==> src/rtl/mem_port_arbiter.sv <==
// ---------------------------------------------------------------------------
// mem_port_arbiter
//
// Shares one single-port unified memory between the fetch stage (I-port) and
// the memory stage (D-port). One access is in flight at a time. D normally
// wins arbitration. After STARVE_MAX consecutive D grants while I is waiting,
// I is forced through.
//
// Handshake: a requester raises Req with its address/data and holds them
// until Gnt. Gnt is combinational in the issue cycle and is never asserted
// without Req. Dropping Req before Gnt is legal and issues nothing. The
// response is a one-cycle RValid pulse MEM_LAT cycles after the grant. A new
// grant may coincide with that pulse (back-to-back).
//
// Parameters
//   ADDR_W, DATA_W  address / data width of all ports
//   MEM_LAT         cycles from MemEn to valid MemRData (1..15)
//   STARVE_MAX      consecutive D grants with IReq pending before I is forced
//
// Ports
//   clk, rst                       clock, synchronous active-high reset
//   IReq/IAddr -> IGnt             fetch request
//   IRValid/IRData                 fetch response
//   DReq/DWe/DAddr/DWData -> DGnt  data request
//   DRValid/DRData                 data response (DRData = 0 for writes)
//   MemEn/MemWe/MemAddr/MemWData   memory command (all 0 when MemEn = 0)
//   MemRData                       memory read data
//   StallF, StallM                 pipeline stall requests
//
// Optional feature (macro ARB_PERF_CNT_EN): adds IGntCnt, DGntCnt and
// ConflictCnt (issue cycles with both requests high). These are free-running
// 32-bit counters that wrap.
//
// The control FSM state is kept in the packed struct ctl_q
// (state/owner/write/latency count) for observation.
// ---------------------------------------------------------------------------
module mem_port_arbiter #(
  parameter int ADDR_W     = 32,
  parameter int DATA_W     = 32,
  parameter int MEM_LAT    = 2,
  parameter int STARVE_MAX = 4
) (
  input  logic              clk,
  input  logic              rst,
  input  logic              IReq,
  input  logic [ADDR_W-1:0] IAddr,
  output logic              IGnt,
  output logic              IRValid,
  output logic [DATA_W-1:0] IRData,
  input  logic              DReq,
  input  logic              DWe,
  input  logic [ADDR_W-1:0] DAddr,
  input  logic [DATA_W-1:0] DWData,
  output logic              DGnt,
  output logic              DRValid,
  output logic [DATA_W-1:0] DRData,
  output logic              MemEn,
  output logic              MemWe,
  output logic [ADDR_W-1:0] MemAddr,
  output logic [DATA_W-1:0] MemWData,
  input  logic [DATA_W-1:0] MemRData,
  output logic              StallF,
  output logic              StallM
`ifdef ARB_PERF_CNT_EN
  ,
  output logic [31:0]       IGntCnt,
  output logic [31:0]       DGntCnt,
  output logic [31:0]       ConflictCnt
`endif
);

  localparam int SW = (STARVE_MAX < 1) ? 1 : $clog2(STARVE_MAX + 1);

  typedef enum logic {ST_IDLE, ST_WAIT} state_e;
  typedef enum logic [1:0] {OWN_NONE = 2'd0, OWN_I = 2'd1, OWN_D = 2'd2} owner_e;

  typedef struct packed {
    state_e     state;
    owner_e     owner;
    logic       wr;       // in-flight access is a D write
    logic [3:0] lat_cnt;  // cycles since issue, 1..MEM_LAT
  } ctl_t;

  ctl_t          ctl_q, ctl_d;
  logic [SW-1:0] starve_q, starve_d;

  logic resp;
  logic can_issue;
  logic force_i;
  logic d_win;
  logic i_win;
  logic issue;

  always_ff @(posedge clk) begin
    if (rst) begin
      ctl_q.state   <= ST_IDLE;
      ctl_q.owner   <= OWN_NONE;
      ctl_q.wr      <= 1'b0;
      ctl_q.lat_cnt <= 4'd0;
      starve_q      <= '0;
    end else begin
      ctl_q    <= ctl_d;
      starve_q <= starve_d;
    end
  end

  always_comb begin
    ctl_d    = ctl_q;
    starve_d = starve_q;
    IGnt     = 1'b0;
    DGnt     = 1'b0;
    MemEn    = 1'b0;
    MemWe    = 1'b0;
    MemAddr  = '0;
    MemWData = '0;
    IRValid  = 1'b0;
    IRData   = '0;
    DRValid  = 1'b0;
    DRData   = '0;
    StallF   = 1'b0;
    StallM   = 1'b0;

    // The response cycle is the last cycle of the current access. It also
    // reopens the issue window so that back-to-back accesses reach one per
    // MEM_LAT cycles.
    resp      = (ctl_q.owner != OWN_NONE) && (ctl_q.lat_cnt == 4'(MEM_LAT));
    can_issue = (ctl_q.state == ST_IDLE) || resp;
    force_i   = IReq && (starve_q == SW'(STARVE_MAX));
    d_win     = DReq && !force_i;
    i_win     = IReq && !d_win;
    issue     = can_issue && (d_win || i_win);

    if (!rst) begin
      if (resp) begin
        if (ctl_q.owner == OWN_I) begin
          IRValid = 1'b1;
          IRData  = MemRData;
        end else begin
          DRValid = 1'b1;
          DRData  = ctl_q.wr ? '0 : MemRData;
        end
      end

      if (issue) begin
        MemEn = 1'b1;
        if (d_win) begin
          DGnt     = 1'b1;
          MemWe    = DWe;
          MemAddr  = DAddr;
          MemWData = DWData;
        end else begin
          IGnt    = 1'b1;
          MemAddr = IAddr;
        end
      end

      StallF = IReq && !IRValid;
      StallM = DReq && !DRValid;

      if (issue) begin
        // With single-cycle latency there are no dead cycles, so stay IDLE.
        ctl_d.state   = (MEM_LAT == 1) ? ST_IDLE : ST_WAIT;
        ctl_d.owner   = d_win ? OWN_D : OWN_I;
        ctl_d.wr      = d_win && DWe;
        ctl_d.lat_cnt = 4'd1;
      end else if (resp) begin
        ctl_d.state   = ST_IDLE;
        ctl_d.owner   = OWN_NONE;
        ctl_d.wr      = 1'b0;
        ctl_d.lat_cnt = 4'd0;
      end else if (ctl_q.owner != OWN_NONE) begin
        ctl_d.lat_cnt = ctl_q.lat_cnt + 4'd1;
      end

      // Counts only D grants that overtook a waiting fetch. The count
      // saturates and then forces the next grant to I.
      if (!IReq || (issue && i_win)) begin
        starve_d = '0;
      end else if (issue && d_win && (starve_q != SW'(STARVE_MAX))) begin
        starve_d = starve_q + SW'(1);
      end
    end
  end

`ifdef ARB_PERF_CNT_EN
  logic [31:0] i_cnt_q, d_cnt_q, c_cnt_q;

  always_ff @(posedge clk) begin
    if (rst) begin
      i_cnt_q <= '0;
      d_cnt_q <= '0;
      c_cnt_q <= '0;
    end else if (issue) begin
      if (d_win) d_cnt_q <= d_cnt_q + 32'd1;
      else       i_cnt_q <= i_cnt_q + 32'd1;
      if (IReq && DReq) c_cnt_q <= c_cnt_q + 32'd1;
    end
  end

  assign IGntCnt     = i_cnt_q;
  assign DGntCnt     = d_cnt_q;
  assign ConflictCnt = c_cnt_q;
`endif

endmodule
==> config.mk <==
export PLATFORM = sky130hd
export DESIGN_NAME = mem_port_arbiter
export DESIGN_NICKNAME = d
export VERILOG_FILES = /design/src/rtl/mem_port_arbiter.sv
export SDC_FILE = /design/constraint.sdc
export NUM_CORES = 1
export LEC_CHECK = 0
export BUFFER_PORTS_ARGS = -buffer_cell sky130_fd_sc_hd__buf_2
export CAP_MARGIN = 20
export CORE_AREA = 4 4 102 104
export DETAILED_ROUTE_END_ITERATION = 8
export DIE_AREA = 0 0 106 108
export GPL_ROUTABILITY_DRIVEN = 1
export HOLD_SLACK_MARGIN = 0.1
export PLACE_DENSITY_LB_ADDON = 0.08
export SYNTH_ARGS = -nofsm -noshare
export SYNTH_HDL_FRONTEND = slang
export SYNTH_SLANG_ARGS = --single-unit
==> constraint.sdc <==
create_clock -name clk -period 3.9 [get_ports clk]
set_input_delay 0 -clock clk [delete_from_list [all_inputs] [get_ports clk]]
set_output_delay 0 -clock clk [all_outputs]
set_load 0.05 [all_outputs]
==> Word level (Yosys, flattened, before mapping) <==
Cells that the tools add are included.
{ "totals": {"n_memories": 0, "word_cells": 76, "mem_bits_ro": 0, "ramBits": 0, "ff_bits": 11, "latchBits": 0, "in_bits": 133} }
{ "op_classes": {"div_mod_pow": 0, "n_reduce_logical": 24, "n_addsub": 2, "shifts": 0, "n_eq_ne": 4, "order_cmp": 0, "n_mux": 39, "multipliers": 0, "n_bitwise": 1} }
{ "op_table": {"columns": ["op", "count"], "rows": [
  ["two-way mux 32 bit", 13],
  ["two-way mux 1 bit", 21],
  ["two-way mux 4 bit", 3],
  ["logical AND 1 bit", 11],
  ["two-way mux 8 bit", 1],
  ["zero test 1 bit", 5],
  ["adder 4 x 1 -> 4 bit (second input constant)", 1],
  ["== test 4 x 2 -> 1 bit (second input constant)", 1],
  ["nonzero test 2 bit", 2],
  ["adder 3 x 1 -> 3 bit (second input constant)", 1],
  ["== test 3 bit (second input constant)", 1],
  ["logical OR 1 bit", 3],
  ["!= test 3 bit (second input constant)", 1],
  ["nonzero test 3 bit", 1],
  ["OR reduction 3 bit", 1],
  ["== test 2 x 1 -> 1 bit (second input constant)", 1],
  ["two-way mux 2 bit", 1],
  ["OR reduction 2 bit", 1],
  ["NOT 1 bit", 1]
]} }

==> Logic depth before layout (Yosys ltp) <==
{ "depth": {"ltp_word": 11, "mapped_depth": 8, "ltp_nobuf": 6} }

==> Worst setup path after synthesis <==
OpenSTA, ideal clock, no wires.
{ "synth_timing": {"path_kind": "register -> output", "from": "register ctl_q[0] (netlist name)", "to": "output port IRData[0]", "n_path_buf": 1, "arrival_time_ns": 2.393, "stages_incl_launch_ff": 7, "slack_ns": 1.507, "required_time_ns": 3.900, "cell_sequence": "dfxtp_1 inv_1 ha_1 or3b_4 nor4b_2 clkbuf_1 and2_1"} }
{ "synth_between": {"elab_chain_cells": 4} }
{ "synth_lines": {"columns": ["element", "line_no", "source"], "rows": [
  ["start, declared", "84", "ctl_t ctl_q, ctl_d;"],
  ["start signal, assigned", "102", "ctl_q <= ctl_d;"],
  ["== test 4 x 2 -> 1 bit", "126", "resp = (ctl_q.owner != OWN_NONE) && (ctl_q.lat_cnt == 4'(MEM_LAT));"],
  ["logical AND 1 bit", "126", null],
  ["two-way mux 32 bit", "134", "if (resp) begin"],
  ["two-way mux 32 bit", "133", "if (!rst) begin"],
  ["end, declared", "49", "output logic [DATA_W-1:0] IRData,"]
]} }
Every way passes these cells.

==> Worst setup path after layout <==
{ "layout_timing": {"from": "register ctl_q[0] (netlist name)", "to": "output port MemWData[5]"} }
{ "layout_between": {"elab_chain_cells": 6} }
{ "layout_lines": {"columns": ["element", "line_no", "source"], "rows": [
  ["== test 4 x 2 -> 1 bit", "126", null],
  ["logical AND 1 bit", "126", null],
  ["logical OR 1 bit", "127", "can_issue = (ctl_q.state == ST_IDLE) || resp;"],
  ["logical AND 1 bit", "131", "issue = can_issue && (d_win || i_win);"],
  ["two-way mux 32 bit", "144", "if (issue) begin"],
  ["two-way mux 32 bit", "133", null],
  ["end, declared", "60", "output logic [DATA_W-1:0] MemWData,"]
]} }
Every way passes these cells.

==> results.txt <==
The period utilization is 67.8%. The max-slew violation count is 0. In the synthesized netlist, the number of instances is 286. Setup repair after global routing left no endpoint under its margin.

For this design the ratio of total power to cell area is between 150 and 200 nW/um^2. The post-synthesis async set-or-reset flop share is 0%. The critical path contains buffers and inverters numbering 3 combined. The initial antenna violation count came out at 0. The number of cells on the critical path is 8. The largest individual stage delay along the critical path comes from the cell or3b_4.

For this run, global-route usage on met1 was measured as a little over an eighth. The worst hold path begins at IReq. The maximum clock skew at final layout came out at 6.48 ps. The leading area contributor after synthesis is and2_1. The global-route track usage on met3 is about 4.6%. The antenna diode count came out at 0. In this run the remaining antenna-violating nets after routing total 0. The number of rows in the core area came out at 36. The die height is ~110 um.

Derived from the worst setup path, the maximum achievable clock frequency is approximately 0.38 GHz. The routed wire length is 9070 um. After layout, the minimum clock period comes to 2640 ps.

After filler insertion, the fill cell instance count of the layout stands at 1060. The mean area per synthesized cell is 6.10 um^2. Once the clock tree was built, the setup fixing pass inserted 0 buffers.

STA puts the critical path data required time at 3900 ps. The clock tree from TritonCTS is done. The cts-stage hold buffer count is 3. The hold-critical path endpoint is starve_q[1].

STA classifies the critical path startpoint as a flip-flop. The footprint of the multi-input gates is 1410 um^2. The die span in x is 106 um.

The aggregate global-route resource usage is roughly 14%. The area share of the largest cell type after synthesis is about a third. The core region is between 9000 and 10000 um^2.

For this run, the leading register cell type out of synthesis is dfxtp_1. The cell area after synthesis is 1740 um^2. The number of hold-slack violations in the final timing report came out at 0. The layout net count is between 600 and 700.

Once the floorplan was initialized, standard cells occupied ~18% of the core. Summing all non-filler instances in the final layout gives an area of 3270 um^2. Entering global routing, the biggest net connects 37 pins. The endpoint class of the critical path is an output port. In this run, the number of DRC markers left after iteration 0 of detailed routing was 154.

The post-synth net total came out at about 420. The routed via count divided by cell count came out at 4.15. The synthesis-stage register bit count is 11.

The total number of yosys warnings is 0. The met2 usage in global routing came out at a little under a third. Traced cell by cell, the critical path runs through inv_1 -> ha_1 -> or3b_4 -> a211o_1 -> buf_4 -> nor2_8 -> and2_1 -> buf_2. The flow ran to the end, and the final reports show no timing, DRC or antenna violations. The weighted congestion reported at the end of routability-driven placement came out at 0.850. In this run the critical register-to-register path is captured at ctl_q[7]. The leakage dissipation is approximately 2.1 nW. The worst hold path belongs to the class primary input to flip-flop. The pre-CTS setup slack is around 1400 ps. The share of layout cells above drive strength 1 came out at 51.9%. The final route contains 2817 vias.

The final setup violation count is 0. In the post-synthesis netlist, the biggest area contributors are and2_1 (35%), nand2_1 (15%), dfxtp_1 (13%), a21oi_1 (9.8%), clkbuf_1 (3.7%). The total negative setup slack is 0 ps. The startpoint of the most critical register-to-register path is ctl_q[0]. The normalized max-slew margin came out at 50.7%. The worst setup margin is 1260 ps.

The maximum cell stage delay along the critical path came out at ~420 ps. The slew at the pin closest to its max-slew limit is approximately 740 ps. The via count of the first global-routing pass came to about 2700. The overall die area is 11400 um^2. The remaining design rule violation count is 0.

The routed wire length per instance is around 13 um. For the worst-skew pair, the clock arrives at the later sink with an insertion delay of roughly 240 ps. Setup slack on the worst reg-to-reg path comes out at 1720 ps. The number of enable-type register cells in the synthesized netlist is 0.

The sequential share of the synthesized area came out at between 10% and 20%. The layer flagged by global routing as most heavily used is met2. For this run the aggregate overflow at the end of global routing stands at 0. Input and output buffers added on the ports amount to 268.

The number of distinct library cells after synthesis came out at 33. The detailed-routing iteration count for the pre-antenna-repair pass is 4. For this design the top-level I/O count stands at 269. The tool flagged a number of max-cap violations equal to 0.

The number of clock sinks came out at 11. The global-route wire length before repair came out at ~13000 um. The count of cells along the worst hold path came out at 4. The layout-stage area growth over the synthesis result is 87.7%. The longest clock path from root to sink contains 2 buffers.

The number of H-tree levels is 1. For the worst flop-to-flop path, the logic depth is 7. The number of gates resized after cts is 0. The family with the most delay on the worst path is simple AND/OR/NAND/NOR gates. The maximum vdd drop is 0.0799 mV. The type of the worst setup path is flip-flop to output port. The total cell area at the placement stage is 3190 um^2.

The endpoint arrival time on the critical path is 2640 ps. Detailed placement finished with a half-perimeter wire length of 7620 um. The critical-path maximum fanout is 36. The sequential cell area in the final layout came out at around 220 um^2. The clock slew at the register clock pins of the worst setup and hold paths came out at about 50 ps. The tree is rooted in a clkbuf_8.

The CTS buffer count came out at 3.
[synth_stat cells (2+ instances only)]
| cell type | n |
|---|---|
| and2_1 | 98 |
| nand2_1 | 68 |
| a21oi_1 | 34 |
| clkbuf_1 | 17 |
| dfxtp_1 | 11 |
| nor2_1 | 11 |
| inv_1 | 6 |
| buf_6 | 4 |
| ha_1 | 4 |
| nor3_1 | 3 |
| a211oi_1 | 2 |
| nor3b_1 | 2 |
| o21ai_0 | 2 |
| o21bai_1 | 2 |
| or2_2 | 2 |
| xnor2_1 | 2 |
| xor2_1 | 2 |
[state kept, by name (all words and copies together), names as in the netlist]
name,count
starve_q,3
ctl_q,8
[final cells by class]
type                       count  area share (%)
clock buffer                   4            1.38
inverter                       6           0.688
multi-input combinational    248            43.0
sequential                    11            6.73
tap                          133            5.08
timing repair buffer         276            43.2
[power breakdown]
group / total, mW / internal, mW / switching [mW]
clock network: 0.118 / 0.0720 / 0.0457
registers: 0.129 / 0.119 / 0.00962
logic: 0.305 / 0.104 / 0.200
[cells by family after synthesis]
logic type	synth area share, %
compound gates	16.2
xor+xnor	2.01
fa+ha+maj	2.87
buf+inv	7.53
flops	12.6
simple gates	58.8
[worst max path at each step]
| stage | start | end |
|---|---|---|
| final | ctl_q[0] | MemWData[5] |
| after global routing | ctl_q[0] | MemWData[1] |
| after CTS | ctl_q[0] | IRData[27] |
| after detailed placement | ctl_q[0] | IRData[30] |
| after global placement | ctl_q[0] | IRData[27] |
| after floorplan | ctl_q[0] | IRData[0] |
[per-stage QoR]
| step | hold slack, ps | std cells | utilization [%] | total power, mW |
|---|---|---|---|---|
| after global routing | 297 | 678 | 34.3 | 0.592 |
| final | 254 | 678 | 34.3 | 0.551 |
| after detailed placement | 250 | 670 | 33.4 | 0.435 |
| after floorplan | 125 | 286 | - | 0.321 |
| after global placement | 249 | 670 | 33.4 | 0.434 |
| after CTS | 253 | 677 | 34.2 | 0.561 |
[metal layers]
layer  vias to the layer above  part of all wire (%)
li1                       1424                     -
met1                      1229                    33
met2                       162                    56
met3                         2                    10
met4                         0                  0.34
met5                         -                     0
[worst min-delay path: stages]
cell	delay [ps]
buf_2	140
nand2b_1	90
o21bai_1	170
a21oi_1	50
[layout by cell type, fill, tap and decap left out, types with 2 or more instances in the layout]
cell type / Yosys / final
buf_2: 0 / 268
and2_1: 98 / 98
a21oi_1: 34 / 34
nand2_1: 68 / 68
o21ai_0: 2 / 2
dlygate4sd3_1: 0 / 3
xor2_1: 2 / 2
xnor2_1: 2 / 2
nor3b_1: 2 / 2
o21bai_1: 2 / 2
clkbuf_8: 0 / 3
ha_1: 4 / 4
or2_2: 2 / 2
nor3_1: 3 / 2
dfxtp_1: 11 / 11
nor2_1: 11 / 11
buf_4: 0 / 4
a211oi_1: 2 / 2
inv_1: 6 / 6
Note: power is estimated with default switching activity, not from simulation.
